`config.mk`:
```
export PLATFORM = sky130hd
export DESIGN_NAME = cmd_tx
export DESIGN_NICKNAME = d
export VERILOG_FILES = /design/src/rtl/cmd_defines_pkg.sv /design/src/rtl/cmd_tx.sv
export SDC_FILE = /design/constraint.sdc
export NUM_CORES = 1
export LEC_CHECK = 0
export CAP_MARGIN = 20
export CORE_MARGIN = 1.5
export CORE_UTILIZATION = 26
export CTS_BUF_LIST = sky130_fd_sc_hd__clkbuf_4 sky130_fd_sc_hd__clkbuf_8 sky130_fd_sc_hd__clkbuf_16
export CTS_CLUSTER_SIZE = 10
export DETAILED_ROUTE_END_ITERATION = 10
export PLACE_DENSITY = 0.78
export SYNTH_ARGS = -nofsm -noshare
export SYNTH_HDL_FRONTEND = slang
export SYNTH_SLANG_ARGS = --single-unit
export TNS_END_PERCENT = 5
```
`constraint.sdc`:
```
create_clock -name i_clk -period 2.19 [get_ports i_clk]
set_clock_uncertainty 0.1 [all_clocks]
set_input_delay 0.657 -clock i_clk [delete_from_list [all_inputs] [get_ports i_clk]]
set_output_delay 0.657 -clock i_clk [all_outputs]
set_load 0.02 [all_outputs]
```
`src/rtl/cmd_defines_pkg.sv`:
```
// Shared command-header definitions for the cmd_tx serializer and cmd_rx decoder.
// Holds the word-size codes, header bit positions, header length and the control-byte builder.
// Pure definitions: no state, no timing.
package cmd_defines_pkg;

    // Word-size codes carried in the control byte; code 3 is reserved and passed through as-is
    localparam logic [1:0] CMD_WSIZE_1BYTE = 2'd0;
    localparam logic [1:0] CMD_WSIZE_2BYTE = 2'd1;
    localparam logic [1:0] CMD_WSIZE_4BYTE = 2'd2;

    // Control-byte (header byte 0) bit positions
    localparam int CMD_HDR_WR_BIT       = 7;
    localparam int CMD_HDR_AINCR_BIT    = 6;
    localparam int CMD_HDR_WSIZE_HI_BIT = 5;
    localparam int CMD_HDR_WSIZE_LO_BIT = 4;

    // Header length in bytes and the width of the byte index that walks it
    localparam int         CMD_HDR_LEN  = 6;
    localparam int         CMD_CNT_W    = 3;
    localparam logic [2:0] CMD_CNT_LAST = 3'(CMD_HDR_LEN - 1);

    // Header byte indices, in transmission order
    localparam logic [2:0] CMD_IDX_CTRL   = 3'd0;
    localparam logic [2:0] CMD_IDX_WCOUNT = 3'd1;
    localparam logic [2:0] CMD_IDX_ADDR3  = 3'd2;
    localparam logic [2:0] CMD_IDX_ADDR2  = 3'd3;
    localparam logic [2:0] CMD_IDX_ADDR1  = 3'd4;
    localparam logic [2:0] CMD_IDX_ADDR0  = 3'd5;

    // Build the control byte; the low nibble is always zero
    function automatic logic [7:0] cmd_hdr_byte0(input logic       wr,
                                                 input logic       aincr,
                                                 input logic [1:0] wsize);
        logic [7:0] b;
        b = 8'h00;
        b[CMD_HDR_WR_BIT]                             = wr;
        b[CMD_HDR_AINCR_BIT]                          = aincr;
        b[CMD_HDR_WSIZE_HI_BIT:CMD_HDR_WSIZE_LO_BIT]  = wsize;
        return b;
    endfunction

endpackage

```
`src/rtl/cmd_tx.sv`:
```
// Serializes one memory request into a 6-byte header (ctrl, wcount, addr MSB..LSB) on a byte stream.
// Zero latency: byte0 appears the cycle i_mreq_valid rises; one byte per accepted handshake, 6 cycles/request.
// Backpressure: i_tx_ready low holds the byte index and data; o_mreq_ready pulses only on the last-byte handshake.
module cmd_tx
    import cmd_defines_pkg::*;
(
    input  logic        i_clk,
    input  logic        i_rst,
    output logic [7:0]  o_tx_data,
    output logic        o_tx_valid,
    input  logic        i_tx_ready,
    input  logic        i_mreq_valid,
    output logic        o_mreq_ready,
    input  logic        i_mreq_wr,
    input  logic [1:0]  i_mreq_wsize,
    input  logic        i_mreq_aincr,
    input  logic [7:0]  i_mreq_wcount,
    input  logic [31:0] i_mreq_addr
);

    logic [CMD_CNT_W-1:0] cnt_q;
    logic [CMD_CNT_W-1:0] cnt_d;
    logic                 tx_hs;
    logic                 cnt_last;

    // Handshake qualification and next byte index; wraps to 0 after the last byte so a held request restarts cleanly
    always_comb begin
        o_tx_valid   = i_mreq_valid && !i_rst;
        tx_hs        = o_tx_valid && i_tx_ready;
        cnt_last     = (cnt_q == CMD_CNT_LAST);
        o_mreq_ready = tx_hs && cnt_last;
        cnt_d        = cnt_q;
        if (tx_hs) begin
            cnt_d = cnt_last ? '0 : cnt_q + 3'd1;
        end
    end

    // Byte index register; reset returns to byte0 even mid-header
    always_ff @(posedge i_clk) begin
        if (i_rst) begin
            cnt_q <= '0;
        end else begin
            cnt_q <= cnt_d;
        end
    end

    // Header byte mux from the live request fields; the requester holds them stable while valid
    always_comb begin
        o_tx_data = 8'h00;
        case (cnt_q)
            CMD_IDX_CTRL:   o_tx_data = cmd_hdr_byte0(i_mreq_wr, i_mreq_aincr, i_mreq_wsize);
            CMD_IDX_WCOUNT: o_tx_data = i_mreq_wcount;
            CMD_IDX_ADDR3:  o_tx_data = i_mreq_addr[31:24];
            CMD_IDX_ADDR2:  o_tx_data = i_mreq_addr[23:16];
            CMD_IDX_ADDR1:  o_tx_data = i_mreq_addr[15:8];
            CMD_IDX_ADDR0:  o_tx_data = i_mreq_addr[7:0];
            default:        o_tx_data = 8'h00;
        endcase
    end

endmodule

```
==> out/metrics.csv <==
stage,metric,value,unit
outcome,outcome,"finished, violations left",
outcome,failing checks,setup timing,
clock_tree,Num CTS Buffers,3,
global_routing,Global Route Usage Sum,19.3,%
power_and_ir_drop,Clk network pwr share,29.4,%
power_and_ir_drop,Switch Pwr,104,µW
floorplanning,row cnt,15,
detailed_routing,First-pass DRT Iterations,4,
detailed_routing,initial DRC count,10,
setup_path,CP Data Required Time,1430,ps
placed_design,Final HPWL DP,1.72,mm
clock_tree,H-tree Lvls,1,
clock_tree,CTS sink cnt,3,
logic_synthesis,mean post-synth cell area,7.45,µm²
logic_synthesis,sequential area share after synthesis,12.0,%
logic_synthesis,Yosys top cell area share,12.0,%
clock_tree,Clock Path Buffers,2,
clock_tree,post-CTS setup buffers,0,
timing,final hold violations,0,
floorplanning,# IOs,58,
logic_synthesis,Synth cell types,31,
power_and_ir_drop,LEAKAGE,0.000527,µW
layout,area used by multi-input combinational logic,419,µm²
placed_design,DP Area,1190,µm²
logic_synthesis,Yosys top cell by area,dfxtp_1,
power_and_ir_drop,Int Pwr,264,µW
global_routing,initial antenna violation count,0,
floorplanning,core area,1760,µm²
layout,FF+latch area,66.3,µm²
clock_tree,Root Buffer,clkbuf_4,
clock_tree,Hold Buf Count CTS,0,
flow_run,max-cap viol count,0,
setup_path,Worst Path Max Fanout,1,
power_and_ir_drop,Switching Share,28.3,%
layout,share of cells above drive strength 1,34.1,%
layout,P&R area growth vs syn,147,%
logic_synthesis,Area contributors post-synth,"dfxtp_1 (12%), a32oi_1 (11%), a22oi_1 (9.0%)",
layout,fin util,69.8,%
power_and_ir_drop,Flop pwr share,16.6,%
detailed_routing,via count,827,
timing,setup ws final,-192,ps
floorplanning,die area,2190,µm²
setup_path,Critical Path Max Stage Delay,310,ps
logic_synthesis,Post-synth top flop,dfxtp_1,
placed_design,port bufs,57,
worst_hold_path,Hold/Removal Path Class,reg -> reg,
timing,fmax,420,MHz
global_routing,first-pass GRT wire length,3.01,mm
timing,Tcrit/Tclk final,109,%
setup_path,arrival time at the worst endpoint,1630,ps
detailed_routing,WL final,2.11,mm
setup_path,Worst path slowest cell,a222oi_1,
timing,Slew headroom,79.2,%
setup_path,Setup crit end kind,output port,
logic_synthesis,Post-synth EDFFs,0,
detailed_routing,# DRC,0,
power_and_ir_drop,Max VDD drop,0.000185,V
timing,Worst Tran Pin Value,312,ps
logic_synthesis,synthesized instance count,67,
logic_synthesis,most common cell in the synthesized netlist,nand2_1,
layout,Largest regs,cnt_q x3,
timing,post-layout min period,2380,ps
detailed_routing,wire length per cell,12.9,µm
clock_tree,CTS tree,built,
floorplanning,Die Span X,46.8,µm
power_and_ir_drop,power share of the combinational group,54.1,%
floorplanning,DIE HEIGHT,46.8,µm
logic_synthesis,"top cells by count, synth","nand2_1 (8), a22oi_1 (6), a32oi_1 (6), o211ai_1 (4)",
placed_design,RePlAce Congestion,0.723,
clock_tree,worst-skew pair later-pin latency,230,ps
layout,max reg flops,3,
layout,fillers,154,
timing,unrepaired setup endpoints after global routing,yes,
layout,Top reg by flops,cnt_q,
logic_synthesis,syn nets,116,
power_and_ir_drop,Pwr Density,299,nW/µm²
setup_path,CP cell instances,"buf_6, mux2_4, a222oi_1, o21ai_1, buf_4",
detailed_routing,Routed Antenna Nets,0,
layout,fin area,1230,µm²
setup_path,Critical Path Start Type,input port,
clock_tree,clock-pin transition on the worst setup and hold timing paths,40,ps
global_routing,largest net degree at the start of global routing,10,
timing,Final Max Tran Viols,0,
logic_synthesis,"FFs w/ async S/R, synth",0,%
layout,ANT cells,0,
global_routing,vias in the first global route,768,
logic_synthesis,Synth warnings,0,
global_routing,grt ovf,0,
logic_synthesis,Synth Register Bits,3,
floorplanning,Starting Density,28.3,%
setup_path,kind of critical path,in -> out,
detailed_routing,vias per inst,5.07,
timing,final setup vio count,9,
layout,NumNets Final,188,
logic_synthesis,cell area after synthesis,499,µm²
[final cells by class]
cell class | instances | share of cell area, %
Multi-Input combinational cell | 54 | 34.0
Inverter | 2 | 0.610
Sequential cell | 3 | 5.39
Timing Repair Buffer | 75 | 55.0
Clock buffer | 4 | 2.44
Tap cell | 25 | 2.54
[critical path: cells and delay by family]
family                 cells  cell delay (ps)
multiplexers               1              260
AO/OA/AOI/OAI              2              440
buffers and inverters      2              270
[metrics by stage]
step / total power [µW] / std cells / hold WS, ps / setup slack, ps / setup TNS (ps)
2_1_floorplan: 127 / 67 / 478 / -56.4 / -56.4
3_3_place_gp: 261 / 159 / 392 / -854 / -6370
3_5_place_dp: 264 / 159 / 405 / -971 / -6530
4_1_cts: 369 / 163 / 409 / -208 / -1320
5_1_grt: 393 / 163 / 443 / -239 / -1690
6_report: 368 / 163 / 396 / -192 / -1230
[power by group through the flow]
stage | registers (µW) | clock network (µW) | logic [µW]
floorplan | 58.6 | 0 | 68.6
global placement | 61.3 | 0 | 200
detailed placement | 61.4 | 0 | 203
CTS | 60.9 | 113 | 195
global route | 61.1 | 119 | 213
finish | 60.9 | 108 | 199
[cells in the final DEF, fill, tap and decap left out, drive strengths merged]
| cell type | n |
|---|---|
| nor3b | 1 |
| mux2 | 3 |
| a32oi | 6 |
| o21ai | 3 |
| xor2 | 1 |
| a311oi | 1 |
| a222oi | 2 |
| nand2 | 8 |
| clkbuf | 4 |
| nor4 | 1 |
| dlygate4sd2 | 8 |
| clkdlybuf4s50 | 34 |
| nor2b | 2 |
| and3b | 2 |
| ha | 1 |
| dlymetal6s2s | 1 |
| inv | 2 |
| and2b | 2 |
| and2 | 1 |
| and3 | 1 |
| buf | 32 |
| dfxtp | 3 |
| a22oi | 6 |
| a31oi | 1 |
| nand3 | 1 |
| o211ai | 4 |
| or3 | 1 |
| mux2i | 1 |
| nor2 | 2 |
| o221ai | 1 |
| a21oi | 2 |
[metal layers]
layer	part of all wire [%]	track usage [%]	routed length, µm
met5	0	0	0
met4	1.9	11.1	39
met3	7.6	3.46	160
met2	51	36.2	1080
met1	39	19.7	830
[kinds of logic after synthesis]
group	count (synthesis)	share of synthesized area, %
AOI/OAI and AO/OA	26	39.3
and+or+nand+nor	22	24.1
buffers and inverters	10	11.5
muxes	4	8.77
DFF	3	12.0
xor gates and xnor gates	1	1.75
adders and majority gates	1	2.51
[final timing paths]
kind	from	to	slack [ps]	depth (start not counted)
max	i_mreq_wr	o_tx_data[7]	-190	5
min	cnt_q[2]	cnt_q[2]	400	2
max reg2reg	cnt_q[1]	cnt_q[2]	720	4
min reg2reg	cnt_q[2]	cnt_q[2]	400	2
[repair_timing]
action                     CTS  global route
resized for setup           83            10
pin swaps                    5             3
setup endpoints to repair   10             9
Power figures use the tool's default switching activity.
